===== src/rtl/cmd_sequencer_if.sv =====
// Byte-stream handshake bundle between the host UART and the command sequencer.
// Latency: none, wires only.
// Backpressure: rx_ready throttles the host side, tx_ready throttles the sequencer side.
interface cmd_sequencer_if;
  logic [7:0] rx_data;
  logic       rx_valid;
  logic       rx_ready;
  logic [7:0] tx_data;
  logic       tx_valid;
  logic       tx_ready;

  modport master (output rx_data, rx_valid, tx_ready, input rx_ready, tx_data, tx_valid);
  modport slave  (input rx_data, rx_valid, tx_ready, output rx_ready, tx_data, tx_valid);
endinterface


===== src/rtl/cmd_sequencer.sv =====
// Host command sequencer: parses UART command bytes, drives CPU control word, bus forces, clock pulses.
// Latency: command accept -> cpu_clk/tx_valid next cycle; register commands land one cycle after the last arg.
// Backpressure: rx_ready only in IDLE/ARG; tx_ready low stalls a reply indefinitely with tx_data held.
// Option: CMDSEQ_ERR_REPLY_EN makes unknown commands also reply 8'h3F.
module cmd_sequencer #(
  parameter int                  CW_WIDTH     = 32,
  parameter logic [CW_WIDTH-1:0] DEFAULT_CW   = '0,
  parameter int                  PULSE_CYCLES = 1
) (
  input  logic                clk,
  input  logic                rst,
  cmd_sequencer_if.slave      uart,
  input  logic [7:0]          main_bus_in,
  input  logic [15:0]         addr_bus_in,
  input  logic [3:0]          fout,
  output logic [7:0]          data_out,
  output logic                data_oe,
  output logic [15:0]         addr_out,
  output logic                addr_oe,
  output logic [CW_WIDTH-1:0] control_word,
  output logic                cpu_clk,
  output logic                cpu_iclk,
  output logic                err
);
  localparam int CW_BYTES  = (CW_WIDTH + 7) / 8;
  localparam int ARG_BYTES = (CW_BYTES > 2) ? CW_BYTES : 2;
  localparam int PCNT_W    = $clog2(PULSE_CYCLES + 1);
  localparam int TX_W      = 72;

  typedef enum logic [2:0] {
    S_IDLE, S_ARG, S_EXEC, S_CLK_HI, S_GAP, S_ICLK_HI, S_TX, S_HALT
  } state_t;

  state_t                 state, state_nxt;
  logic [7:0]             cmd;
  logic [ARG_BYTES*8-1:0] arg;
  logic [7:0]             arg_idx, arg_need, rx_need;
  logic [PCNT_W-1:0]      pcnt;
  logic [TX_W-1:0]        tx_sh, tx_load_dat;
  logic [3:0]             tx_left, tx_load_len;
  logic                   tx_vld, rx_rdy, rx_take, tx_take, pulse_done, cmd_known, pulse_state;

  assign rx_rdy        = !rst && (state == S_IDLE || state == S_ARG);
  assign uart.rx_ready = rx_rdy;
  assign uart.tx_valid = tx_vld;
  assign uart.tx_data  = tx_sh[7:0];
  assign rx_take       = uart.rx_valid && rx_rdy;
  assign tx_take       = tx_vld && uart.tx_ready;
  assign pulse_done    = (pcnt == PCNT_W'(PULSE_CYCLES - 1));
  assign pulse_state   = (state == S_CLK_HI || state == S_GAP || state == S_ICLK_HI);

  // Decode of the byte on the rx bus: argument count and reply image (first byte in the low lane).
  always_comb begin
    rx_need     = 8'd0;
    tx_load_dat = '0;
    tx_load_len = 4'd0;
    cmd_known   = 1'b1;
    case (uart.rx_data)
      "A":      rx_need = 8'd2;
      "B":      rx_need = 8'd1;
      "M", "O": rx_need = 8'(CW_BYTES);
      "a":      begin tx_load_dat[15:0] = addr_bus_in;         tx_load_len = 4'd2; end
      "b":      begin tx_load_dat[7:0]  = main_bus_in;         tx_load_len = 4'd1; end
      "s":      begin tx_load_dat[7:0]  = {4'b0000, fout};     tx_load_len = 4'd1; end
      "r":      tx_load_len = 4'd1;
      "I":      begin tx_load_dat = {"M", "V", "g", "o", "l", "i", "r", "e", "V"}; tx_load_len = 4'd9; end
      "R":      begin tx_load_dat[31:0] = {"K", "R", "B", "#"}; tx_load_len = 4'd4; end
      "f", "N", 8'hFF, "c", "C", "T", "Q": ;
      default: begin
        cmd_known = 1'b0;
`ifdef CMDSEQ_ERR_REPLY_EN
        tx_load_dat[7:0] = 8'h3F;
        tx_load_len      = 4'd1;
`endif
      end
    endcase
  end

  always_comb begin
    state_nxt = state;
    case (state)
      S_IDLE: begin
        if (rx_take) begin
          if (rx_need != 8'd0)          state_nxt = S_ARG;
          else if (tx_load_len != 4'd0) state_nxt = S_TX;
          else begin
            case (uart.rx_data)
              "c", "T": state_nxt = S_CLK_HI;
              "C":      state_nxt = S_ICLK_HI;
              "Q":      state_nxt = S_HALT;
              default:  state_nxt = S_EXEC;
            endcase
          end
        end
      end
      S_ARG:     if (rx_take && arg_idx == arg_need - 8'd1) state_nxt = S_EXEC;
      S_EXEC:    state_nxt = S_IDLE;
      S_CLK_HI:  if (pulse_done) state_nxt = (cmd == "T") ? S_GAP : S_IDLE;
      S_GAP:     if (pulse_done) state_nxt = S_ICLK_HI;
      S_ICLK_HI: if (pulse_done) state_nxt = S_IDLE;
      S_TX:      if (tx_take && tx_left == 4'd1) state_nxt = S_IDLE;
      S_HALT:    state_nxt = S_HALT;
      default:   state_nxt = S_IDLE;
    endcase
  end

  always_ff @(posedge clk) begin
    if (rst) state <= S_IDLE;
    else     state <= state_nxt;
  end

  always_ff @(posedge clk) begin
    if (rst) begin
      cmd          <= 8'd0;
      arg          <= '0;
      arg_idx      <= 8'd0;
      arg_need     <= 8'd0;
      pcnt         <= '0;
      tx_sh        <= '0;
      tx_left      <= 4'd0;
      tx_vld       <= 1'b0;
      data_out     <= 8'd0;
      data_oe      <= 1'b0;
      addr_out     <= 16'd0;
      addr_oe      <= 1'b0;
      control_word <= DEFAULT_CW;
      cpu_clk      <= 1'b0;
      cpu_iclk     <= 1'b0;
      err          <= 1'b0;
    end else begin
      err      <= 1'b0;
      tx_vld   <= (state_nxt == S_TX);
      cpu_clk  <= (state_nxt == S_CLK_HI);
      cpu_iclk <= (state_nxt == S_ICLK_HI);
      if (state_nxt != state)  pcnt <= '0;
      else if (pulse_state)    pcnt <= pcnt + PCNT_W'(1);
      case (state)
        S_IDLE: begin
          if (rx_take) begin
            cmd      <= uart.rx_data;
            arg      <= '0;
            arg_idx  <= 8'd0;
            arg_need <= rx_need;
            err      <= !cmd_known;
            if (tx_load_len != 4'd0) begin
              tx_sh   <= tx_load_dat;
              tx_left <= tx_load_len;
            end
          end
        end
        S_ARG: begin
          if (rx_take) begin
            for (int i = 0; i < ARG_BYTES; i++)
              if (arg_idx == 8'(i)) arg[i*8 +: 8] <= uart.rx_data;
            arg_idx <= arg_idx + 8'd1;
          end
        end
        S_EXEC: begin
          case (cmd)
            "A": begin addr_out <= arg[15:0]; addr_oe <= 1'b1; end
            "B": begin data_out <= arg[7:0];  data_oe <= 1'b1; end
            "f": begin data_oe <= 1'b0; addr_oe <= 1'b0; end
            "O": begin data_oe <= 1'b0; addr_oe <= 1'b0; control_word <= arg[CW_WIDTH-1:0]; end
            "M": control_word <= arg[CW_WIDTH-1:0];
            default: ;
          endcase
        end
        S_TX: begin
          if (tx_take) begin
            tx_sh   <= {8'h00, tx_sh[TX_W-1:8]};
            tx_left <= tx_left - 4'd1;
          end
        end
        default: ;
      endcase
    end
  end
endmodule

===== src/flat_wrapper.sv =====
// flat-port wrapper written by rule: the top's interface ports become plain ports
module cmd_sequencer_flat 
#(
  parameter int                  CW_WIDTH     = 32,
  parameter logic [CW_WIDTH-1:0] DEFAULT_CW   = '0,
  parameter int                  PULSE_CYCLES = 1
)
  (clk, rst, main_bus_in, addr_bus_in, fout, data_out, data_oe, addr_out, addr_oe, control_word, cpu_clk, cpu_iclk, err, uart_rx_data, uart_rx_valid, uart_tx_ready, uart_rx_ready, uart_tx_data, uart_tx_valid);
  cmd_sequencer_if uart_i ();
  input  logic clk;
  input  logic rst;
  input  logic [7:0] main_bus_in;
  input  logic [15:0] addr_bus_in;
  input  logic [3:0] fout;
  output logic [7:0] data_out;
  output logic data_oe;
  output logic [15:0] addr_out;
  output logic addr_oe;
  output logic [CW_WIDTH-1:0] control_word;
  output logic cpu_clk;
  output logic cpu_iclk;
  output logic err;
  input wire logic [$bits(uart_i.rx_data)-1:0] uart_rx_data;
  input wire logic [$bits(uart_i.rx_valid)-1:0] uart_rx_valid;
  input wire logic [$bits(uart_i.tx_ready)-1:0] uart_tx_ready;
  output wire logic [$bits(uart_i.rx_ready)-1:0] uart_rx_ready;
  output wire logic [$bits(uart_i.tx_data)-1:0] uart_tx_data;
  output wire logic [$bits(uart_i.tx_valid)-1:0] uart_tx_valid;
  assign uart_i.rx_data = uart_rx_data;
  assign uart_i.rx_valid = uart_rx_valid;
  assign uart_i.tx_ready = uart_tx_ready;
  assign uart_rx_ready = uart_i.rx_ready;
  assign uart_tx_data = uart_i.tx_data;
  assign uart_tx_valid = uart_i.tx_valid;
  cmd_sequencer #(.CW_WIDTH(CW_WIDTH), .DEFAULT_CW(DEFAULT_CW), .PULSE_CYCLES(PULSE_CYCLES)) u_core (.clk(clk), .rst(rst), .uart(uart_i), .main_bus_in(main_bus_in), .addr_bus_in(addr_bus_in), .fout(fout), .data_out(data_out), .data_oe(data_oe), .addr_out(addr_out), .addr_oe(addr_oe), .control_word(control_word), .cpu_clk(cpu_clk), .cpu_iclk(cpu_iclk), .err(err));
endmodule

===== config.mk =====
export PLATFORM = sky130hd
export DESIGN_NAME = cmd_sequencer_flat
export DESIGN_NICKNAME = d
export VERILOG_FILES = /design/src/rtl/cmd_sequencer_if.sv /design/src/rtl/cmd_sequencer.sv /design/src/flat_wrapper.sv
export SDC_FILE = /design/constraint.sdc
export NUM_CORES = 1
export LEC_CHECK = 0
export CORE_AREA = 2 2 113 137
export DETAILED_ROUTE_END_ITERATION = 8
export DIE_AREA = 0 0 115 139
export PLACE_DENSITY_LB_ADDON = 0.12
export SLEW_MARGIN = 25
export SYNTH_ARGS = -nofsm -noshare
export SYNTH_HDL_FRONTEND = slang
export SYNTH_SLANG_ARGS = --single-unit
export TNS_END_PERCENT = 10

===== constraint.sdc =====
create_clock -name clk -period 2.2 [get_ports clk]
set_input_delay 0.22 -clock clk [delete_from_list [all_inputs] [get_ports clk]]
set_output_delay 0.22 -clock clk [all_outputs]
set_load 0.02 [all_outputs]

**After elaboration in Yosys (flattened, before gate mapping)**

Index checks and enable logic that the tools add are counted.

- Latch bits: 0
- Word-level logic and storage cells: 149
- ROM bits: 0
- Memories: 0
- Bits in writable memories: 0
- Input port bits: 40
- Bits in registers: 198
- Output and inout bits: 71

- Muxes and demuxes: 38
- $add $sub $neg: 4
- Order comparisons: 0
- Divide/modulo/power cells: 0
- Shift operators: 0
- Reductions and logical operators: 38
- $mul: 0
- Equal/unequal tests: 47
- Bitwise operators: 2

Operators with widths:

| cell | number |
|---|---|
| two-way mux 72 bit | 3 |
| == test 8 x 7 -> 1 bit, second input constant | 22 |
| one-hot mux 72 bit (2 select lines) | 1 |
| two-way mux 32 bit | 2 |
| one-hot mux 32 bit (2 select lines) | 1 |
| two-way mux 8 bit | 6 |
| one-hot mux 8 bit (5 select lines) | 1 |
| two-way mux 39 bit | 1 |
| one-hot mux 15 bit (2 select lines) | 1 |
| two-way mux 3 bit | 9 |
| one-hot mux 3 bit (8 select lines) | 1 |
| one-hot mux 8 bit (3 select lines) | 1 |
| AND reduction 4 bit | 5 |
| == test 3 bit, second input constant | 6 |
| one-hot mux 3 bit (3 select lines) | 2 |
| OR reduction 17 bit | 1 |
| == test 8 x 2 -> 1 bit, second input constant | 2 |
| one-hot mux 4 bit (4 select lines) | 1 |
| one-hot mux 8 bit (2 select lines) | 1 |
| two-way mux 4 bit | 3 |
| AND reduction 2 bit | 6 |
| inequality test 2 bit, second input constant | 5 |
| OR reduction 2 bit | 5 |
| == test 3 x 2 -> 1 bit, second input constant | 3 |
| 25 further kinds | 40 |

**Depth between registers and ports, before layout**

Gate-level depths: netlist of the first run.

- Depth after elaboration: 10
- Mapped depth: 9
- Mapped depth without buffers: 9

**Least setup slack after synthesis of the first run**

No wires, ideal clock.

- Path kind: input to register
- Start point: in uart_rx_data[5]
- End point: reg u_core.tx_sh[35]
- Setup time: 0.128 ns
- Cell stages on the path: 9
- Slack: -0.070 ns
- Buffers on the path: 3
- Data arrival time: 2.142 ns
- Data required time: 2.072 ns
- Path through: buf_2 or4b_1 buf_2 nor4_4 nor4_2 o21a_1 buf_6 a222oi_1 nor2_1

- Longest elaborated chain between the ends: 6
- Elaborated cells on any way between the ends: 15
- Those cells by class: eq/ne (7); mux (5); reduce/logical (3)

Ends and longest elaborated chain:

| element | RTL line | text |
|---|---|---|
| start: declaration | flat_wrapper.sv:23 | `input wire logic [$bits(uart_i.rx_data)-1:0] uart_rx_data;` |
| == test 8 x 7 -> 1 bit | cmd_sequencer.sv:58 | `case (uart.rx_data)` |
| OR reduction 3 bit (no source line) | - |  |
| one-hot mux 4 bit (4 select lines) | cmd_sequencer.sv:58 |  |
| nonzero test 4 bit | cmd_sequencer.sv:145 | `if (tx_load_len != 4'd0) begin` |
| inequality test 2 bit (no source line) | - |  |
| AND reduction 4 bit (no source line) | - |  |
| end signal: assignment | cmd_sequencer.sv:146 | `tx_sh <= tx_load_dat;` |
| end signal: assignment | cmd_sequencer.sv:170 | `tx_sh <= {8'h00, tx_sh[TX_W-1:8]};` |
| end: declaration | cmd_sequencer.sv:39 | `logic [TX_W-1:0] tx_sh, tx_load_dat;` |

Parallel ways exist; a longest one is shown, timed or not. The select of a mux whose other input is x is not followed.
A chain may end at the register's enable or synchronous reset.

**Worst setup path after layout of the first run**

- Start point: reg u_core.arg_need[1]
- End point: reg u_core.state[0]

- Longest elaborated chain between the ends: 5

Ends and longest elaborated chain:

| element | RTL line | text |
|---|---|---|
| start: declaration | cmd_sequencer.sv:37 | `logic [7:0] arg_idx, arg_need, rx_need;` |
| start signal: assignment | cmd_sequencer.sv:143 | `arg_need <= rx_need;` |
| subtractor 8 x 1 -> 8 bit | cmd_sequencer.sv:96 | `S_ARG: if (rx_take && arg_idx == arg_need - 8'd1) state_nxt = S_EXEC;` |
| == test 8 bit | cmd_sequencer.sv:96 |  |
| logical AND 1 bit | cmd_sequencer.sv:96 |  |
| two-way mux 3 bit | cmd_sequencer.sv:96 |  |
| one-hot mux 3 bit (8 select lines) | cmd_sequencer.sv:81 | `case (state)` |
| end signal: assignment | cmd_sequencer.sv:109 | `else state <= state_nxt;` |
| end: declaration | cmd_sequencer.sv:34 | `state_t state, state_nxt;` |

Every way passes these cells.

==> qor.yml, run 1 <==
final_common_cell: "nand2_1"
htreeDepth: 4
io_pins: 111
drtIter0Drc: 565
worstPathArrival_ns: 2.51
die_y_um: 139
cts_hold_buffers: 0
worstReg2RegEnd: "u_core.state[0]$_SDFF_PP0_"
gr-total-overflow: 0
setup-violations-final: 0
n_fill_cell: 1271
cts.path.max_buffers: 2
diodes: 0
multiInputGateArea_um2: 3500
grt_max_degree: 103
clock-sinks: 163
fin_skew_ns: 0.00671
period_share_pct: 99.8
drcViolationCount: 0
utilization_pct: 64.3
netlist_area_um2: 7060
clock.fmax_mhz: 455
tns_ns: 0
ys_top_cells_by_area: "dfxtp_1, nand2_1, a21oi_1"
dpl.hpwl_um: 13500
drive_gt1_share_pct: 13.4
coreArea_um2: 14700
netlist.area_leader.share_pct: 46.2
finalWirelength_um: 19300
required_ns: 2.51
rsz0062_at_grt: "true"
layout_common_cells: "nand2_1, dfxtp_1, nor2_1"
ys.flop_type: "dfxtp_1"
total_power_uw: 6590
routed_via_density: 5.46
max_cap_viol_count: 0
startpoint: "u_core.arg_need[1]$_SDFFE_PP0P_"
async_flop_share_pct: 0
antenna_found_initial: 0
hp-start: "rst"
synth_nets: 928
rows: 49
wire_per_inst_um: 15.9
vias: 6612
final_hold_viol_count: 0
whs_ns: 0.333
grt_pass1_vias: 6155
die_area_um2: 16000
critPathCaptureType: "flip-flop"
clk_latency_ns: 0.43
grt_pass1_wl_um: 30300
area_growth_syn_to_layout_pct: 34.1
layout.nets: 1070
ys_types: 66
p_leak_uw: 0.00353
worstRegToRegCells: 10
synth_warnings: 0
period_needed_ns: 2.20
reg2reg_from: "u_core.arg_need[1]$_SDFFE_PP0P_"
worst-setup-path-type: "reg -> reg"
slew_viol_final: 0
die_w_um: 115
clock_tree.root_cell: "clkbuf_16"
start_util_pct: 48.0
whs_endpoint: "u_core.arg_idx[0]$_SDFFE_PP0P_"
synthesis.instances: 880
regToRegSetupSlack_ns: 0.004
status: "completed"
critPathLaunchType: "flip-flop"
numCtsBuffers: 17
synth-edff-count: 0
gp_congestion: 0.883
tightest_slew_ns: 0.528
syn_area_per_cell_um2: 8.02
place_area_um2: 8720
firstDrtPassIters: 5
cts_tree: "done"
vdd_drop_max_mv: 0.528
max-slew-margin-rel_pct: 64.8
crit_fanout: 3
synth.largest_area_cell: "dfxtp_1"
hp-class: "in -> reg"
grtUsageTotal_pct: 23.9
whs_path_depth: 5
cellPowerDensity_nw_per_um2: 696
path_clk_slew_ns: 0.06
final-seq-area_um2: 3270
stdcell_area_um2: 9470
ant_nets: 0
synth-seq-area-share_pct: 46.2
synth-seq-cells: 163
port-buffer-count: 110
cells in the mapped netlist, types with 9 or more instances:
library cell / count
a21oi_1: 94
a31oi_1: 24
and2_1: 14
buf_4: 9
clkbuf_1: 56
dfxtp_1: 163
inv_1: 13
mux2i_1: 25
nand2_1: 180
nand3_1: 11
nor2_1: 114
nor3_1: 24
o211ai_1: 14
o21ai_0: 12
what timing repair did:
| action | in CTS | in global routing |
|---|---|---|
| pin swaps | 4 | 6 |
| setup buffers | 1 | 2 |
| endpoints found under the setup margin | 3 | 35 |
| gates resized for setup | 5 | 15 |
per-stage QoR:
stage | cells | worst slack, ns
after CTS | 1209 | 0.00701
after detailed placement | 1177 | -0.364
after global placement | 1177 | -0.384
final | 1212 | 0.00415
after global routing | 1212 | -0.126
after floorplan | 880 | -0.0699
report_power, final:
part	internal [µW]	switching, µW	leakage [µW]
logic	250	295	0.00192
registers	2980	24.4	0.00132
clock network	1870	1180	0.000294
total	5100	1500	0.00353
flip-flops by register name, summed over array words and instances, names as in the netlist, 4 cells and up:
| name | flops |
|---|---|
| u_core.tx_sh | 42 |
| u_core.arg | 32 |
| u_core.control_word | 32 |
| u_core.addr_out | 16 |
| u_core.arg_idx | 8 |
| u_core.cmd | 8 |
| u_core.data_out | 8 |
| u_core.tx_left | 4 |
worst max-delay path by stage:
stage and end:
2_1_floorplan u_core.tx_sh[35]$_SDFFE_PP0P_, 3_3_place_gp u_core.tx_sh[35]$_SDFFE_PP0P_, 3_5_place_dp u_core.tx_sh[35]$_SDFFE_PP0P_, 4_1_cts u_core.pcnt$_SDFFE_PP0P_, 5_1_grt u_core.pcnt$_SDFFE_PP0P_, 6_report u_core.state[0]$_SDFF_PP0_
worst max-delay path, stage by stage, from the launching register on:
cell	delay [ns]
dfxtp_2	0.33
inv_2	0.05
ha_4	0.16
ha_4	0.25
xor2_1	0.13
nand2_1	0.11
or4b_1	0.53
o211ai_1	0.19
buf_4	0.19
buf_6	0.10
nor2_4	0.03
per-layer routing:
metal  part of all wire, %  track usage, %  wire length (µm)  up-vias
li1                      -               -                 -     3300
met1                    44            30.4              8430     3110
met2                    49            39.0              9530      165
met3                   3.9            5.11               757       37
met4                   2.9            10.3               551        0
met5                     0               0                 0        -
logic make-up (layout without fill, tap and decap cells):
group / count (synthesis) / count (layout) / share of synthesized area [%]
adder cells (fa/ha/maj): 8 / 8 / 1.42
XOR/XNOR: 12 / 12 / 1.49
AO/OA/AOI/OAI: 189 / 189 / 16.7
buffers and inverters: 86 / 240 / 5.25
AND/OR/NAND/NOR: 397 / 397 / 25.4
multiplexers: 25 / 25 / 3.55
flip-flops: 163 / 163 / 46.2
area by class of cell:
class | instances | share of cell area (%)
Multi-Input combinational cell | 631 | 37.0
Tap cell | 178 | 2.35
Sequential cell | 163 | 34.5
Clock inverter | 8 | 1.32
Inverter | 13 | 0.515
Timing Repair Buffer | 196 | 19.3
Clock buffer | 23 | 5.05
(Power assumes the default switching activity.)
==> inputs of run 2 (changes only) <==
--- a/config.mk
+++ b/config.mk
@@ -9,6 +9,7 @@
 export DETAILED_ROUTE_END_ITERATION = 8
 export DIE_AREA = 0 0 115 139
 export PLACE_DENSITY_LB_ADDON = 0.12
+export RECOVER_POWER = 50
 export SLEW_MARGIN = 25
 export SYNTH_ARGS = -nofsm -noshare
 export SYNTH_HDL_FRONTEND = slang
==> qor.yml, run 2 (same netlist as run 1, synthesis figures left out) <==
crit_fanout: 3
drcViolationCount: 0
coreArea_um2: 14700
final_common_cell: "nand2_1"
wl_met3_um: 870
max-slew-margin-rel_pct: 65.0
dpl.hpwl_um: 13500
drive_gt1_share_pct: 13.1
port-buffer-count: 110
clock.fmax_mhz: 458
period_needed_ns: 2.19
final_hold_viol_count: 0
reg2reg_from: "u_core.arg_need[1]$_SDFFE_PP0P_"
critPathLaunchType: "flip-flop"
hp-class: "in -> reg"
grtUsageTotal_pct: 23.9
fin_skew_ns: 0.00773
status: "completed"
drtIter0Drc: 503
cellPowerDensity_nw_per_um2: 697
tightest_slew_ns: 0.525
diodes: 0
highest_layer: "met4"
layout.nets: 1070
clk_latency_ns: 0.43
whs_ns: 0.358
routed_via_density: 5.46
period_share_pct: 99.3
htreeDepth: 4
area_growth_syn_to_layout_pct: 33.8
numCtsBuffers: 17
ant_nets: 0
die_area_um2: 16000
p_leak_uw: 0.00376
largest_reg_flops: 42
cts_tree: "done"
dr_wl_met2_um: 9520
path_clk_slew_ns: 0.06
rsz0062_at_grt: "true"
required_ns: 2.51
max_cap_viol_count: 0
layout_common_cells: "nand2_1, dfxtp_1, nor2_1"
cts.path.max_buffers: 2
gp_congestion: 0.883
grt_max_degree: 103
hp-start: "rst"
n_fill_cell: 1275
start_util_pct: 48.0
critPathCaptureType: "flip-flop"
clock_tree.root_cell: "clkbuf_16"
clock-sinks: 163
largest-register: "u_core.tx_sh"
total_power_uw: 6580
vdd_drop_max_mv: 0.527
vias: 6615
io_pins: 111
setup-violations-final: 0
rows: 49
grt_pass1_wl_um: 30300
wire_per_inst_um: 15.9
gr-total-overflow: 0
top_regs: "u_core.tx_sh (42), u_core.arg (32), u_core.control_word (32)"
finalWirelength_um: 19300
slew_viol_final: 0
worstPathArrival_ns: 2.50
die_w_um: 115
wl_met1_um: 8310
firstDrtPassIters: 5
die_y_um: 139
startpoint: "u_core.arg_need[1]$_SDFFE_PP0P_"
antenna_found_initial: 0
worst-setup-path-type: "reg -> reg"
grt_pass1_vias: 6155
run 2: routing by layer:
| layer | global-route usage [%] | up-vias |
|---|---|---|
| li1 | - | 3300 |
| met1 | 30.4 | 3099 |
| met2 | 39.0 | 180 |
| met3 | 5.11 | 36 |
| met4 | 10.3 | 0 |
| met5 | 0 | - |
run 2: path summary, 6_finish.rpt:
check                                              to  cells after the start  slack, ns
hold / removal             u_core.arg[2]$_SDFFE_PP0P_                      3       0.36
setup / recovery           u_core.state[0]$_SDFF_PP0_                     10       0.01
hold reg to reg   u_core.control_word[5]$_SDFFE_PP0P_                      2       0.45
setup reg to reg           u_core.state[0]$_SDFF_PP0_                     10       0.01
run 2: repair_timing:
action	CTS	global route
setup buffers	1	2
resized for setup	5	15
endpoints found under the setup margin	3	35
hold buffers	0	0
pin swaps	4	6
run 2: final cells by class:
type                    instances  area (µm²)  area share [%]
multi-input cells             631        3500            37.1
flip-flops and latches        163        3270            34.6
repair buffers                196        1800            19.0
clock buffers                  23         478            5.06
well taps                     178         223            2.36
clock inverters                 8         125            1.33
inverters                      13        48.8           0.517
run 2: power by group:
group	total (µW)	leakage, µW	internal, µW	switching [µW]
clock	3050	0.000294	1870	1180
combinational	537	0.00216	242	295
sequential	3000	0.00132	2980	24.2
total	6580	0.00376	5090	1500
run 2: through the flow:
stage | setup slack (ns) | utilization [%] | area, µm² | TNS (ns) | instances
floorplan | -0.0699 | - | 7060 | -0.390 | 880
global placement | -0.384 | 59.3 | 8720 | -15.17 | 1177
detailed placement | -0.364 | 59.3 | 8720 | -13.84 | 1177
CTS | 0.00701 | 63.5 | 9350 | 0 | 1209
global route | -0.126 | 64.2 | 9440 | -1.29 | 1212
finish | 0.0144 | 64.2 | 9440 | 0 | 1212
run 2: worst max-delay path: stages, from the launching register on:
cell      delay (ns)
dfxtp_2         0.33
inv_2           0.05
ha_4            0.16
ha_4            0.25
xor2_1          0.13
nand2_1         0.11
or4b_1          0.53
o211ai_1        0.19
buf_4           0.19
buf_6           0.10
nor2_4          0.03
